[src/rtl/cory_muxn_burst_pkg.sv]
// Shared types and helpers for cory_muxn_burst: FSM state encoding,
// select-token field layout and the index-width function.
package cory_muxn_burst_pkg;

  typedef enum logic {
    ST_IDLE  = 1'b0,
    ST_BURST = 1'b1
  } state_e;

  // Select token layout is {len, idx}: idx sits at bit 0, len directly above it.
  localparam int SEL_IDX_LSB = 0;

  function automatic int sel_len_lsb(input int s);
    return s;
  endfunction

  // Bits needed to index n items, never less than one.
  function automatic int sel_width(input int n);
    int w;
    w = 1;
    while ((1 << w) < n) begin
      w = w + 1;
    end
    return w;
  endfunction

endpackage

[src/rtl/cory_muxn_burst_queue.sv]
// Output queue for cory_muxn_burst: D-entry circular buffer, or a plain
// wire-through when D is 0. Reset empties it.
module cory_muxn_burst_queue
  import cory_muxn_burst_pkg::*;
#(
  parameter int W = 8,
  parameter int D = 0
) (
  input  logic         clk,
  input  logic         reset_n,
  input  logic         i_v,
  input  logic [W-1:0] i_d,
  output logic         o_r,
  output logic         o_v,
  output logic [W-1:0] o_d,
  input  logic         i_r
);

  if (D == 0) begin : g_pass
    logic unused_s;
    assign unused_s = clk ^ reset_n;
    assign o_v      = i_v;
    assign o_d      = i_d;
    assign o_r      = i_r;
  end else begin : g_fifo
    localparam int PW = sel_width(D);
    localparam int CW = sel_width(D + 1);
    localparam logic [PW-1:0] PTR_LAST = PW'(D - 1);
    localparam logic [CW-1:0] FULL     = CW'(D);

    logic [W-1:0]  mem_q [D];
    logic [PW-1:0] wr_q, wr_d;
    logic [PW-1:0] rd_q, rd_d;
    logic [CW-1:0] cnt_q, cnt_d;
    logic          push_s, pop_s;

    assign o_r    = (cnt_q != FULL);
    assign o_v    = (cnt_q != {CW{1'b0}});
    assign o_d    = mem_q[rd_q];
    assign push_s = i_v & o_r;
    assign pop_s  = o_v & i_r;

    // Pointer wrap and occupancy update.
    always_comb begin
      wr_d  = wr_q;
      rd_d  = rd_q;
      cnt_d = cnt_q;
      if (push_s) begin
        wr_d = (wr_q == PTR_LAST) ? {PW{1'b0}} : wr_q + PW'(1);
      end else begin
        wr_d = wr_q;
      end
      if (pop_s) begin
        rd_d = (rd_q == PTR_LAST) ? {PW{1'b0}} : rd_q + PW'(1);
      end else begin
        rd_d = rd_q;
      end
      case ({push_s, pop_s})
        2'b10:   cnt_d = cnt_q + CW'(1);
        2'b01:   cnt_d = cnt_q - CW'(1);
        default: cnt_d = cnt_q;
      endcase
    end

    // Control registers.
    always_ff @(posedge clk or negedge reset_n) begin
      if (!reset_n) begin
        wr_q  <= {PW{1'b0}};
        rd_q  <= {PW{1'b0}};
        cnt_q <= {CW{1'b0}};
      end else begin
        wr_q  <= wr_d;
        rd_q  <= rd_d;
        cnt_q <= cnt_d;
      end
    end

    // Storage carries no reset; occupancy alone decides what is valid.
    always_ff @(posedge clk) begin
      if (push_s) begin
        mem_q[wr_q] <= i_d;
      end
    end
  end

endmodule

[src/rtl/cory_muxn_burst.sv]
// M-input stream mux: a select token {len, idx} routes len+1 beats from input idx
// to the queued output. Define CORY_MUXN_BURST_B2B_EN to chain bursts with no bubble.
module cory_muxn_burst
  import cory_muxn_burst_pkg::*;
#(
  parameter  int N = 8,
  parameter  int M = 4,
  parameter  int L = 4,
  parameter  int Q = 0,
  localparam int S = sel_width(M)
) (
  input  logic           clk,
  input  logic           reset_n,
  input  logic [M-1:0]   i_a_v,
  input  logic [M*N-1:0] i_a_d,
  output logic [M-1:0]   o_a_r,
  input  logic           i_s_v,
  input  logic [S+L-1:0] i_s_d,
  output logic           o_s_r,
  output logic           o_z_v,
  output logic [N-1:0]   o_z_d,
  input  logic           i_z_r,
  output logic           o_err,
  output logic           o_busy
);

  localparam logic [S:0] M_LIM = (S + 1)'(M);

  state_e       state_q, state_d;
  logic [S-1:0] sel_q, sel_d;
  logic [L-1:0] cnt_q, cnt_d;
  logic         err_q, err_d;

  logic [S-1:0] tok_idx_s;
  logic [L-1:0] tok_len_s;
  logic         tok_ok_s;
  logic         s_hs_s;
  logic         int_v_s;
  logic         int_r_s;
  logic [N-1:0] int_d_s;
  logic         beat_hs_s;
  logic         last_beat_s;

  assign tok_idx_s   = i_s_d[SEL_IDX_LSB +: S];
  assign tok_len_s   = i_s_d[sel_len_lsb(S) +: L];
  assign tok_ok_s    = ({1'b0, tok_idx_s} < M_LIM);
  assign s_hs_s      = i_s_v & o_s_r;
  assign beat_hs_s   = int_v_s & int_r_s;
  assign last_beat_s = beat_hs_s & (cnt_q == {L{1'b0}});

  // Route the selected channel onto the internal stream; nothing flows while idle.
  always_comb begin
    int_v_s = 1'b0;
    int_d_s = {N{1'b0}};
    for (int k = 0; k < M; k++) begin
      int_v_s = int_v_s | (i_a_v[k] & (sel_q == S'(k)));
      int_d_s = int_d_s | (i_a_d[k*N +: N] & {N{sel_q == S'(k)}});
    end
    int_v_s = int_v_s & (state_q == ST_BURST);
  end

  // FSM state and selection registers.
  always_ff @(posedge clk or negedge reset_n) begin
    if (!reset_n) begin
      state_q <= ST_IDLE;
      sel_q   <= {S{1'b0}};
      cnt_q   <= {L{1'b0}};
      err_q   <= 1'b0;
    end else begin
      state_q <= state_d;
      sel_q   <= sel_d;
      cnt_q   <= cnt_d;
      err_q   <= err_d;
    end
  end

  // Next-state: token decode in IDLE, beat counting in BURST.
  always_comb begin
    state_d = state_q;
    sel_d   = sel_q;
    cnt_d   = cnt_q;
    err_d   = 1'b0;
    case (state_q)
      ST_IDLE: begin
        if (s_hs_s && tok_ok_s) begin
          state_d = ST_BURST;
          sel_d   = tok_idx_s;
          cnt_d   = tok_len_s;
        end else if (s_hs_s) begin
          err_d   = 1'b1;
        end else begin
          state_d = ST_IDLE;
        end
      end
      ST_BURST: begin
        if (last_beat_s) begin
`ifdef CORY_MUXN_BURST_B2B_EN
          // A token taken on the final beat reloads the burst in place.
          if (s_hs_s && tok_ok_s) begin
            sel_d   = tok_idx_s;
            cnt_d   = tok_len_s;
          end else if (s_hs_s) begin
            err_d   = 1'b1;
            state_d = ST_IDLE;
          end else begin
            state_d = ST_IDLE;
          end
`else
          state_d = ST_IDLE;
`endif
        end else if (beat_hs_s) begin
          cnt_d = cnt_q - L'(1);
        end else begin
          cnt_d = cnt_q;
        end
      end
      default: begin
        state_d = ST_IDLE;
      end
    endcase
  end

  // Handshake outputs: only the selected channel is ever acknowledged.
  always_comb begin
    o_a_r = {M{1'b0}};
    o_s_r = 1'b0;
    case (state_q)
      ST_IDLE: begin
        o_s_r = 1'b1;
      end
      ST_BURST: begin
        for (int k = 0; k < M; k++) begin
          o_a_r[k] = int_r_s & (sel_q == S'(k));
        end
`ifdef CORY_MUXN_BURST_B2B_EN
        o_s_r = last_beat_s;
`else
        o_s_r = 1'b0;
`endif
      end
      default: begin
        o_s_r = 1'b0;
      end
    endcase
  end

  assign o_err  = err_q;
  assign o_busy = (state_q == ST_BURST);

  cory_muxn_burst_queue #(
    .W (N),
    .D (Q)
  ) u_cory_queue (
    .clk     (clk),
    .reset_n (reset_n),
    .i_v     (int_v_s),
    .i_d     (int_d_s),
    .o_r     (int_r_s),
    .o_v     (o_z_v),
    .o_d     (o_z_d),
    .i_r     (i_z_r)
  );

`ifdef SIM
  cory_muxn_burst_chk #(
    .N (N)
  ) u_chk (
    .clk      (clk),
    .reset_n  (reset_n),
    .z_v      (o_z_v),
    .z_r      (i_z_r),
    .z_d      (o_z_d),
    .burst    (state_q == ST_BURST),
    .cnt_zero (cnt_q == {L{1'b0}}),
    .beat     (beat_hs_s),
    .reload   (s_hs_s)
  );
`endif

endmodule

`ifdef SIM
// Protocol checks: output valid holds until accepted; the beat counter never wraps.
module cory_muxn_burst_chk #(
  parameter int N = 8
) (
  input logic         clk,
  input logic         reset_n,
  input logic         z_v,
  input logic         z_r,
  input logic [N-1:0] z_d,
  input logic         burst,
  input logic         cnt_zero,
  input logic         beat,
  input logic         reload
);
  a_z_hold: assert property (@(posedge clk) disable iff (!reset_n)
    (z_v && !z_r) |=> (z_v && $stable(z_d)));
  a_cnt_no_wrap: assert property (@(posedge clk) disable iff (!reset_n)
    (burst && cnt_zero && beat && !reload) |=> !burst);
endmodule
`endif
[config.mk]
export PLATFORM = sky130hd
export DESIGN_NAME = cory_muxn_burst
export DESIGN_NICKNAME = d
export VERILOG_FILES = /design/src/rtl/cory_muxn_burst_pkg.sv /design/src/rtl/cory_muxn_burst_queue.sv /design/src/rtl/cory_muxn_burst.sv
export SDC_FILE = /design/constraint.sdc
export NUM_CORES = 1
export LEC_CHECK = 0
export BUFFER_PORTS_ARGS = -buffer_cell sky130_fd_sc_hd__buf_2
export CAP_MARGIN = 20
export CORE_MARGIN = 2
export CORE_UTILIZATION = 37
export CTS_BUF_LIST = sky130_fd_sc_hd__clkbuf_8
export DETAILED_ROUTE_END_ITERATION = 12
export HOLD_SLACK_MARGIN = 0.05
export PLACE_DENSITY = 0.79
export SETUP_SLACK_MARGIN = 0.15
export SLEW_MARGIN = 15
export SYNTH_ARGS = -nofsm -noshare
export SYNTH_HDL_FRONTEND = slang
export SYNTH_SLANG_ARGS = --single-unit
[constraint.sdc]
create_clock -name clk -period 1.9 [get_ports clk]
set_clock_uncertainty 0.2 [all_clocks]
set_input_delay 0.095 -clock clk [delete_from_list [all_inputs] [get_ports clk]]
set_output_delay 0.095 -clock clk [all_outputs]
set_load 0.005 [all_outputs]
==> run metrics <==
status=complete, no violations; Clock Tree Buf Depth=2; Final Cell Area=about 1100 um2; dpl hpwl=1710 um; Post-route DRC=0; CP max FO=5; clk_lat worst skew=0.23 ns; cell row count=15; DRT Wirelength=roughly 2100 um; largest net degree at the start of global routing=17; vias in the first global route=a little over 800; critical path's largest stage delay=0.57 ns; Data arrival, critical path=between 1 and 1.5 ns; initial DRC count=3; Period minus WS final=1.76 ns; internal power=approximately 0.83 mW; first-pass GRT wire length=3030 um; Final Cycle Share=between 90 and 100%; worst path bufs/invs=1; via count=818; fin util=65.4%; Max VDD drop=~0.00054 V; P&R area growth vs syn=69.8%; post-synthesis cell area=651 um2; # nets final=185; Pleak=0.575 nW; share of layout cells above drive strength 1=56.6%; Routability Congestion=between 0.8 and 0.9; Diodes inserted=0; sequential share of the synthesized area=26.9%; crit path launch type=flip-flop; Fill cells=roughly 140; Synth area leaders=mux4_2 31%, dfrtp_1 27%, nand2_1 4.0%, ha_1 3.8%, nand3_1 3.8%; Synth Register Bits=7; die area=2110 um2; Synthesis Warnings=0; Synth top area share=31.2%; chip height=45.9 um; CP Cell Sequence=mux4_2, and2_4, buf_6; Mean Syn Cell Area=~10 um2; DP Area=967 um2; clk slew on worst S/H paths=0.04 ns; count of final setup violators=0; remaining antenna violation count=0; max-cap viol count=0; Switch Pwr=0.484 mW; clock network fraction of total power=15.9%; Synth area leader=mux4_2; H-tree levels=1; Sequential Power Share=a little over a fifth; number of buffers added on ports=60; cell family with the largest share of critical-path delay=multiplexers; Congestion Overflow GR=0; Core ar.=1690 um2; vias per inst=~5.3; Hold/Removal Path Class=input port to flip-flop; Syn Inst Count=66; Sw Ratio=36.9%; max frequency=around 570 MHz; CTS tree=yes; PD cells=1190 nW/um2; Num CTS Buffers=3; count leader, synth=mux4_2; number of synthesized flops with an enable pin=0; Final Max Tran Viols=0; Synth Flop Type=dfrtp_1; ys async rst share=100%; Netlist cell types=25; I/O Pins=62; DR WL/cell=13.6 um; clk root buf=clkbuf_8; Logic pwr share=62.1%; syn_nets=about 110; R2R setup slack=about 0.20 ns; Commonest cells post-synth=9 x mux4_2, 7 x dfrtp_1, 7 x nand2_1; drt pass-1 iters=4; setup_tns=0 ns; Worst Setup End Kind=output port; Die W=roughly 46 um; initial core utilization=38.5%; Critical-path top delay cell=mux4_2; Worst EP required=1.60 ns; antenna violations before repair=0; RSZ-0062 raised after global routing=yes; Setup Crit Path Kind=flip-flop to output port; Final Hold Vio Count=0; Total Power=roughly 1.3 mW; Num Clock Sinks=7; GRT Overall Usage=20.2%
[cells by family after synthesis]
group | count (synthesis) | synth area share, %
other | 1 | 0.576
DFF | 7 | 26.9
buffers and inverters | 8 | 5.38
AOI/OAI and AO/OA | 12 | 11.2
adders and majority gates | 2 | 3.85
muxes | 9 | 31.2
and+or+nand+nor | 25 | 18.3
xor gates and xnor gates | 2 | 2.69
[flip-flops by register name, indices dropped and copies added (netlist names)]
register / flops
sel_q: 2
o_busy: 1
cnt_q: 4
[tightest hold or removal path: stages]
cell	delay [ns]
buf_2	0.14
nand2_1	0.08
nand3_1	0.08
nand3_1	0.07
[power groups by stage]
stage	Sequential, mW	Combinational, mW	Clock (mW)
floorplan	0.276	0.515	0
global placement	0.284	0.751	0
detailed placement	0.287	0.772	0
CTS	0.287	0.793	0.216
global route	0.294	0.899	0.224
finish	0.288	0.815	0.209
[repair_timing]
action / 4_1_cts / 5_1_grt
setup endpoints to repair: 9 / 10
hold buffers: 8 / 0
resized for setup: 1 / 2
endpoints found under the hold margin: 12 / 0
gates cloned: 0 / 0
setup buffers: 0 / 0
[through the flow]
stage	setup slack (ns)	std cells	hold slack [ns]
finish	0.137	153	0.0753
global route	0.0941	153	0.0910
detailed placement	0.221	141	-0.257
CTS	0.120	153	0.0687
global placement	0.244	141	-0.267
floorplan	0.246	66	-0.401
[final timing paths]
path,cells after the start,startpoint,to
min,4,i_z_r,cnt_q[0]$_DFFE_PN0P_
max in group asynchronous,3,reset_n,sel_q[1]$_DFFE_PN0P_
max,3,sel_q[0]$_DFFE_PN0P_,o_z_v
min reg2reg,1,cnt_q[1]$_DFFE_PN0P_,cnt_q[1]$_DFFE_PN0P_
min in group asynchronous,3,reset_n,o_busy$_DFF_PN0_
max reg2reg,4,sel_q[0]$_DFFE_PN0P_,cnt_q[1]$_DFFE_PN0P_
[cells in the final DEF (no fill, tap or decap), drive strengths merged, types with 2 or more instances in the layout]
cell type,netlist,routed
o22ai,2,2
dfrtp,7,7
a31oi,2,2
and2,2,2
a21oi,4,4
nand2,7,7
inv,4,5
nor3,3,3
mux4,9,9
o21ai,2,2
nor2,5,5
xor2,2,2
nand3,5,5
dlygate4sd3,0,8
buf,3,62
ha,2,2
clkbuf,1,3
[cell type report]
cell class	instances	area, um2	share of cell area [%]
Multi-Input combinational cell	51	443	40.1
Timing Repair Buffer	70	405	36.7
Sequential cell	7	175	15.9
Clock buffer	3	41.3	3.74
Tap cell	17	21.3	1.93
Inverter	4	15.0	1.36
Clock inverter	1	3.75	0.340
[layer usage]
layer  global-route usage, %  wire length, um  part of all wire, %  up-vias
li1                        -                -                    -      387
met1                    16.7              674                   32      383
met2                    42.8             1110                   53       46
met3                    4.76              270                   13        2
met4                    8.57               26                  1.2        0
met5                       0                0                    0        -
Note: power is estimated with default switching activity, not from simulation.
